==> src/rtl/cache_adapter_pkg.sv <==
// Shared types and size helpers for the cache line <-> memory beat adapter.
package cache_adapter_pkg;

  typedef enum logic [1:0] {
    OP_NONE       = 2'b00,
    OP_FILL       = 2'b01,
    OP_EVICT      = 2'b10,
    OP_EVICT_FILL = 2'b11
  } adapter_op_t;

  typedef enum logic [2:0] {
    S_IDLE,
    S_WR,
    S_GAP,
    S_RD,
    S_DONE
  } adapter_state_t;

  function automatic int beats(input int line_bits, input int word_bits);
    return line_bits / word_bits;
  endfunction

  function automatic int off_bits(input int line_bits);
    return $clog2(line_bits / 8);
  endfunction

endpackage

==> src/rtl/line_beat_sequencer.sv <==
// Beat counter for one burst phase: counts acked beats from a reloadable start word.
// The word index wraps modulo BEATS, which gives critical-word-first ordering for free.
module line_beat_sequencer
  #(parameter int BEATS = 8,
    parameter int BW    = $clog2(BEATS))
  (input  logic          CLK,
   input  logic          RST,
   input  logic          load,
   input  logic [BW-1:0] start,
   input  logic          advance,
   output logic [BW-1:0] word,
   output logic          last);

  logic [BW-1:0] count;
  logic [BW-1:0] base;

  always_ff @(posedge CLK) begin
    if (RST) begin
      count <= '0;
      base  <= '0;
    end else if (load) begin
      count <= '0;
      base  <= start;
    end else if (advance) begin
      count <= count + 1'b1;
    end
  end

  assign word = base + count;
  assign last = (count == BW'(BEATS - 1));

endmodule

==> src/rtl/cache_line_burst_adapter.sv <==
// Cache line <-> word-wide memory adapter: evicts a line as beats, refills a line from beats.
// Build option CRITICAL_WORD_FIRST_EN: refill starts at the requested word and adds crit_valid.
module cache_line_burst_adapter
  import cache_adapter_pkg::*;
  #(parameter int LINE_BITS = 256,
    parameter int WORD_BITS = 32,
    parameter int ADDR_BITS = 32)
  (input  logic                 CLK,
   input  logic                 RST,
   input  logic                 req_valid,
   output logic                 req_ready,
   input  logic [1:0]           req_op,
   input  logic [ADDR_BITS-1:0] req_addr,
   input  logic [ADDR_BITS-1:0] evict_addr,
   input  logic [LINE_BITS-1:0] evict_line,
   output logic [LINE_BITS-1:0] fill_line,
   output logic                 done,
`ifdef CRITICAL_WORD_FIRST_EN
   output logic                 crit_valid,
`endif
   output logic                 mem_req,
   output logic                 mem_we,
   output logic [ADDR_BITS-1:0] mem_addr,
   output logic [WORD_BITS-1:0] mem_wdata,
   input  logic [WORD_BITS-1:0] mem_rdata,
   input  logic                 mem_ack);

  localparam int BEATS = beats(LINE_BITS, WORD_BITS);
  localparam int BW    = $clog2(BEATS);
  localparam int OFF   = off_bits(LINE_BITS);
  localparam int WB    = $clog2(WORD_BITS / 8);
  localparam logic [ADDR_BITS-1:0] LINE_MASK = ~(ADDR_BITS'(LINE_BITS / 8) - 1'b1);

  // Line base of 'base' with the beat's word index placed in the offset field.
  function automatic logic [ADDR_BITS-1:0] beat_addr(input logic [ADDR_BITS-1:0] base,
                                                     input logic [BW-1:0]        idx);
    return (base & LINE_MASK) | (ADDR_BITS'(idx) << WB);
  endfunction

  adapter_state_t         state;
  adapter_op_t            op_q;
  logic [ADDR_BITS-1:0]   fill_addr_q;
  logic [ADDR_BITS-1:0]   evict_addr_q;
  logic [LINE_BITS-1:0]   evict_q;
  logic                   phase_end;

  logic                   accept;
  logic                   ack;
  logic [BW-1:0]          req_crit;
  logic [BW-1:0]          fill_crit;
  logic                   seq_load;
  logic [BW-1:0]          seq_start;
  logic [BW-1:0]          seq_word;
  logic                   seq_last;

  assign accept = req_valid & req_ready & (req_op != 2'b00);
  assign ack    = mem_req & mem_ack;

`ifdef CRITICAL_WORD_FIRST_EN
  assign req_crit  = req_addr[OFF-1:WB];
  assign fill_crit = fill_addr_q[OFF-1:WB];
`else
  assign req_crit  = '0;
  assign fill_crit = '0;
`endif

  // Evictions always start at word 0; a refill loads its start word on acceptance or in the gap.
  assign seq_load  = accept | (state == S_GAP);
  assign seq_start = (state == S_IDLE) ? ((req_op == 2'b01) ? req_crit : '0) : fill_crit;

  line_beat_sequencer #(.BEATS(BEATS), .BW(BW)) u_seq (
    .CLK     (CLK),
    .RST     (RST),
    .load    (seq_load),
    .start   (seq_start),
    .advance (ack),
    .word    (seq_word),
    .last    (seq_last)
  );

  // Each beat is registered, held until ack, and the next one is issued the cycle after.
  always_ff @(posedge CLK) begin
    if (RST) begin
      state        <= S_IDLE;
      op_q         <= OP_NONE;
      fill_addr_q  <= '0;
      evict_addr_q <= '0;
      evict_q      <= '0;
      phase_end    <= 1'b0;
      req_ready    <= 1'b1;
      done         <= 1'b0;
      mem_req      <= 1'b0;
      mem_we       <= 1'b0;
      mem_addr     <= '0;
      mem_wdata    <= '0;
      fill_line    <= '0;
`ifdef CRITICAL_WORD_FIRST_EN
      crit_valid   <= 1'b0;
`endif
    end else begin
      done <= 1'b0;
`ifdef CRITICAL_WORD_FIRST_EN
      crit_valid <= 1'b0;
`endif
      case (state)
        S_IDLE: begin
          if (accept) begin
            op_q         <= adapter_op_t'(req_op);
            fill_addr_q  <= req_addr;
            evict_addr_q <= evict_addr;
            evict_q      <= evict_line;
            phase_end    <= 1'b0;
            req_ready    <= 1'b0;
            mem_req      <= 1'b1;
            if (req_op == 2'b01) begin
              state     <= S_RD;
              mem_we    <= 1'b0;
              mem_addr  <= beat_addr(req_addr, seq_start);
              fill_line <= '0;
            end else begin
              state     <= S_WR;
              mem_we    <= 1'b1;
              mem_addr  <= beat_addr(evict_addr, '0);
              mem_wdata <= evict_line[WORD_BITS-1:0];
            end
          end
        end
        S_WR, S_RD: begin
          if (mem_req) begin
            if (mem_ack) begin
              mem_req   <= 1'b0;
              phase_end <= seq_last;
              if (state == S_RD) begin
                fill_line[int'(seq_word)*WORD_BITS +: WORD_BITS] <= mem_rdata;
`ifdef CRITICAL_WORD_FIRST_EN
                crit_valid <= (seq_word == fill_crit);
`endif
              end
            end
          end else if (phase_end) begin
            phase_end <= 1'b0;
            if (state == S_WR && op_q == OP_EVICT_FILL) begin
              state     <= S_GAP;
              mem_we    <= 1'b0;
              fill_line <= '0;
            end else begin
              state <= S_DONE;
              done  <= 1'b1;
            end
          end else begin
            mem_req <= 1'b1;
            if (state == S_WR) begin
              mem_addr  <= beat_addr(evict_addr_q, seq_word);
              mem_wdata <= evict_q[int'(seq_word)*WORD_BITS +: WORD_BITS];
            end else begin
              mem_addr  <= beat_addr(fill_addr_q, seq_word);
            end
          end
        end
        S_GAP: begin
          state    <= S_RD;
          mem_req  <= 1'b1;
          mem_addr <= beat_addr(fill_addr_q, seq_start);
        end
        S_DONE: begin
          state     <= S_IDLE;
          req_ready <= 1'b1;
        end
        default: state <= S_IDLE;
      endcase
    end
  end

endmodule

==> config.mk <==
export PLATFORM = sky130hd
export DESIGN_NAME = cache_line_burst_adapter
export DESIGN_NICKNAME = d
export VERILOG_FILES = /design/src/rtl/cache_adapter_pkg.sv /design/src/rtl/line_beat_sequencer.sv /design/src/rtl/cache_line_burst_adapter.sv
export SDC_FILE = /design/constraint.sdc
export NUM_CORES = 1
export LEC_CHECK = 0
export CORE_AREA = 10 10 260 262
export DETAILED_ROUTE_END_ITERATION = 10
export DIE_AREA = 0 0 270 272
export DONT_BUFFER_PORTS = 1
export PLACE_DENSITY_LB_ADDON = 0.1
export SLEW_MARGIN = 20
export SYNTH_ARGS = -nofsm -noshare
export SYNTH_HDL_FRONTEND = slang
export SYNTH_SLANG_ARGS = --single-unit
==> constraint.sdc <==
create_clock -name CLK -period 4.5 [get_ports CLK]
set_input_delay 0.675 -clock CLK [delete_from_list [all_inputs] [get_ports CLK]]
set_output_delay 0.675 -clock CLK [all_outputs]
set_load 0.02 [all_outputs]
Yosys cells after proc, flatten, opt, wreduce, memory -nomap -nowiden
Index checks and enable logic that the tools add are counted.
Cells by class
  add/sub/neg operators: 2
  equality and inequality tests: 19
  shift operators: 3
  muxes and demuxes: 44
  bitwise operators: 8
  reductions and logical operators: 18
Operators with widths (count)
  $mux 256: 7
  $pmux 256 s2: 1
  $mux 32: 10
  $bwmux 256: 1
  $shift 32x33->256 const A: 1
  $shiftx 256x9->32: 1
  $shiftx 32x33->256: 1
  $pmux 32 s3: 1
  $or 32x5->32: 2
  $pmux 32 s2: 1
  $neg 8->33: 1
  $ne 2x2->1 const B: 7
  $mux 1: 13
  $mux 3: 4
  $ne 3x3->1 const B: 4
  $pmux 3 s3: 1
  $reduce_and 7->1: 1
  $eq 3x2->1 const B: 2
  $eq 3x3->1 const B: 2
  $pmux 1 s2: 3
  $reduce_and 2->1: 3
  $reduce_and 3->1: 2
  $reduce_and 6->1: 1
  $reduce_bool 2->1: 3
  other kinds (17): 21
Word-level totals
  register bits after elaboration: 653
  input bits: 358
  output and inout port bits: 324
  logic and storage cells: 108

Longest topological paths before layout
  depth after elaboration: 7
  mapped depth: 12
  gate-level depth less buffers: 7

Cells and area by module
From an unflattened synthesis, not the netlist that was laid out.
Second synthesis, totals
  cells, all modules: 2648
  area total of the unflattened synthesis: 25091.6 um^2
Modules (own cells, without submodules)
  cache_line_burst_adapter: times used 1, cells each 2623, area an instance 24798.8 um^2
  line_beat_sequencer: times used 1, cells each 25, area an instance 292.8 um^2

Worst setup path before layout
Ideal clock, no wire load.
  path type: register to register
  start point: register u_seq.count[1]
  end point: register fill_line[244]
  setup time: 0.059 ns
  arrival: 2.903 ns
  setup slack: 1.537 ns
  cell stages (with the launch flop): 13
  buffers on the path: 6
  cell sequence: dfxtp_1 > buf_2 > clkbuf_1 > buf_2 > inv_1 > ha_1 > ha_1 > clkbuf_1 > or4_4 > nor4_2 > buf_4 > buf_6 > a22o_1
Between the ends
  longest elaborated chain between the ends: 7
  elaborated cells between the ends (all ways): 8
  classes of those cells: add/sub (1); shift (2); mux (5)
RTL lines
  start, declared: line line_beat_sequencer.sv:14  | logic [BW-1:0] count;
  start signal, assigned: line line_beat_sequencer.sv:25  | count <= count + 1'b1;
  $neg 8->33 (*): line cache_line_burst_adapter.sv:134  | fill_line[int'(seq_word)*WORD_BITS +: WORD_BITS] <= mem_rdata;
  $shiftx 32x33->256 / $shift 32x33->256 (equally long branches): line cache_line_burst_adapter.sv:134
  $bwmux 256 (*): line cache_line_burst_adapter.sv:134
  $mux 256 (*): line cache_line_burst_adapter.sv:133  | if (state == S_RD) begin
  $mux 256 (*): line cache_line_burst_adapter.sv:130  | if (mem_ack) begin
  $mux 256 (*): line cache_line_burst_adapter.sv:129  | if (mem_req) begin
  $pmux 256 s2 (*): line cache_line_burst_adapter.sv:105  | case (state)
  end signal, assigned by index: line cache_line_burst_adapter.sv:134
  end, declared: line cache_line_burst_adapter.sv:16  | output logic [LINE_BITS-1:0] fill_line,
Mark *: on every way between the ends. The rest lies on a longest branch, timed or not. The select of a mux whose other input is x is not followed.
A chain may end at the register's enable or synchronous reset.

Worst setup path after layout
  start point: register u_seq.count[0]
  end point: register fill_line[91]
Same word-level chain as after synthesis.

==> impl_results.md <==
* Status: finished, violations left
* Failing checks: max-slew violations
* Area Overhead vs Synth at 10.7%
* P_int at around 10 mW
* GRT busiest layer: met2
* GRT Total Usage at about a quarter
* Share of cells above drive strength 1 at 7.39%
* Clock Path Buffers at 3
* Switching share of power at 26.9%
* Layout Nets at around 3100
* Final Hold Vio Count at 0
* Die span in x at 270 µm
* Flip-flop and latch area at 12800 µm²
* Setup Fix Bufs, Post-CTS at 0
* Min-Delay Path Class: in2reg
* Setup TNS at 0 ns
* Met3 global-route usage at under 10%
* Number of I/O pins at about 700
* 1st-iter DRT viols at about 1600
* Filler cells at 6175
* Cell taking the most area after synthesis: dfxtp_1
* Skew-Pair Late Insertion Delay at roughly 0.6 ns
* Met1 Use GR at about a quarter
* Placement Cell Area at around 26000 µm²
* Routed len/inst at ~26 µm
* Clock power frac at 43.5%
* Clock transition at path regs at 0.06 ns
* Place WS at about 1.4 ns
* Sequential share of power at 46.6%
* Hold_buf cts at 0
* Area share of the largest cell type after synthesis at 50.0%
* Via density at 5.73
* Multi-input gate area at about 11000 µm²
* LEAKAGE at just over 9 nW
* Core Area at about 63000 µm²
* Final period utilization at between 70% and 80%
* Syn Area/Cell at ~9 µm²
* Rel. slew slack at -46.1%
* Crit-path max FO at 32
* Seq/Total Area, Yosys at 50.0%
* Routed Antenna Nets at 0
* DIE AREA at between 70000 and 80000 µm²
* DR pass1 iterations at 5
* Power share of the combinational group at about 9.9%
* Vias in the first global route at roughly 20000
* Warnings from Yosys at 0
* Most frequent cells in the layout: 735 x nand2_1, 640 x dfxtp_1, 353 x a21oi_1
* Tmin final at around 3.2 ns
* Mapped cell area at between 20000 and 30000 µm²
* Num rows at between 90 and 100
* First-pass GRT wire length at ~140 mm
* Post-cts resize count at 0
* Clk sinks at approximately 640
* CP endpoint kind: flop
* Post-synth top flop: dfxtp_1
* GR Layer Usage met2 at a little over two fifths
* Finish-stage setup viols at 0
* Sw power at about 3.6 mW
* Die span in y at 272 µm
* Initial antenna violation count at 22
* Max frequency at 308 MHz
* Worst path required time at 4.89 ns
* Largest cells by area after synthesis: dfxtp_1 50%, nand2_1 11%, a21oi_1 6.9%
* IO buf count at 0
* Worst vdd ir at ~320 µV
* H-tree Lvls at 3
* GRT overflow at 0
* WP data arrival at between 3 and 4 ns
* Synth Register Bits at 641
* Drt drc at 0
* Worst Tran Pin Value at between 2 and 2.5 ns
* Fin Hold WS at around 0.18 ns
* Root Buffer: clkbuf_16
* CTS Buf Count at between 70 and 80
* Drt total wl at 95.6 mm
* Largest net degree at the start of global routing at 537
* HPWL Detailed at roughly 65 mm
* Total number of vias at ~21000
* Worst setup path class: reg2reg
* Initial core utilization at between 40% and 50%
* Post-synth ARST share at 0%
* Most common cell after layout, fill and taps aside: nand2_1
* GP Congestion at ~0.85
* PnR worst setup slack at 1.26 ns
* Layout Skew at 0.0221 ns
* CTS tree: yes
* Cells after Synth at ~3000
* Max Slew Vio Count at 301
* Fin area at about 28000 µm²
* Pwr dens at around 470 nW/µm²
* Critical Path Source Type: flop
* Unrepaired setup endpoints after global routing: false
* Post-synth EDFFs at 0
* Max Cap Viol at 0
* Library cells used by synthesis at 66
## state kept, by name, indices dropped and copies added (netlist names)
| name | count |
|---|---|
| done | 1 |
| evict_addr_q | 27 |
| evict_q | 256 |
| fill_addr_q | 27 |
| fill_line | 256 |
| mem_addr | 30 |
| mem_req | 1 |
| mem_wdata | 32 |
| mem_we | 1 |
| op_q | 2 |
| phase_end | 1 |
| req_ready | 1 |
| state | 3 |
| u_seq.count | 3 |
## metal layers
| metal | up-vias | wire, µm | share of wire, % |
|---|---|---|---|
| li1 | 9945 | - | - |
| met1 | 10200 | 36000 | 38 |
| met2 | 714 | 47000 | 49 |
| met3 | 172 | 9210 | 9.6 |
| met4 | 28 | 3300 | 3.4 |
| met5 | - | 194 | 0.20 |
## synthesized netlist by cell type, drive strengths merged, types with 3 or more instances
master and instances:
nand2 735, dfxtp 641, a21oi 354, inv 191
o32ai 183, mux2i 155, clkbuf 134, buf 125
a22o 64, a22oi 64, nand3 39, o21ai 39
a31oi 35, a221o 28, o22ai 27, nor4 11
nand4 9, ha 8, nor2 6, nor2b 6
nor3 6, o2bb2ai 6, a211oi 3, and2 3
nand3b 3, o31ai 3, or4 3
## final timing paths
path / startpoint / to / slack [ns] / depth (start not counted)
setup reg to reg: u_seq.count[0]$_SDFFE_PP0P_ / fill_line[91]$_SDFFE_PP0P_ / 1.26 / 8
hold reg to reg: evict_q[1]$_SDFFE_PP0P_ / evict_q[1]$_SDFFE_PP0P_ / 0.45 / 2
hold / removal: mem_rdata[4] / fill_line[228]$_SDFFE_PP0P_ / 0.18 / 1
setup / recovery: u_seq.count[0]$_SDFFE_PP0P_ / fill_line[91]$_SDFFE_PP0P_ / 1.26 / 8
## power groups by stage
stage | Sequential (mW) | Clock, mW | Combinational [mW]
global placement | 6.40 | 0 | 1.31
CTS | 6.28 | 5.99 | 1.34
finish | 6.28 | 5.87 | 1.33
detailed placement | 6.41 | 0 | 1.33
floorplan | 6.30 | 0 | 1.08
global route | 6.31 | 6.21 | 1.47
## critical path, stage by stage, from the launching register on
cell	delay, ns
dfxtp_1	0.81
inv_1	0.21
ha_1	0.27
ha_1	0.43
o31a_1	0.37
a21oi_1	0.16
nor4_4	0.13
buf_4	0.46
o32ai_1	0.15
## layout make-up
cell class | instances | share of cell area [%]
antenna | 9 | 0.0792
sequential | 641 | 45.2
inverter | 192 | 2.54
multi-input combinational | 1827 | 38.8
tap | 846 | 3.72
clock inverter | 16 | 0.643
clock buffer | 112 | 7.69
timing repair buffer | 42 | 1.33
## metrics by stage
step / power (mW) / util (%) / cells
after floorplan: 7.38 / - / 2919
after global placement: 7.70 / 41.7 / 3548
after detailed placement: 7.74 / 41.7 / 3548
after CTS: 13.6 / 45.4 / 3676
after global routing: 14.0 / 45.5 / 3684
final: 13.5 / 45.5 / 3685
## kinds of logic (layout without fill, tap and decap cells)
| family | count (synthesis) | in the layout | share of synthesized area (%) |
|---|---|---|---|
| AND/OR/NAND/NOR | 837 | 837 | 13.5 |
| AO/OA/AOI/OAI | 824 | 824 | 22.7 |
| flip-flops | 641 | 641 | 50.0 |
| buffers and inverters | 451 | 362 | 7.34 |
| multiplexers | 155 | 155 | 6.04 |
| adder cells (fa/ha/maj) | 8 | 8 | 0.390 |
| other | 1 | 11 | 0.0146 |
| XOR/XNOR | 1 | 1 | 0.0341 |
(Power assumes the default switching activity.)
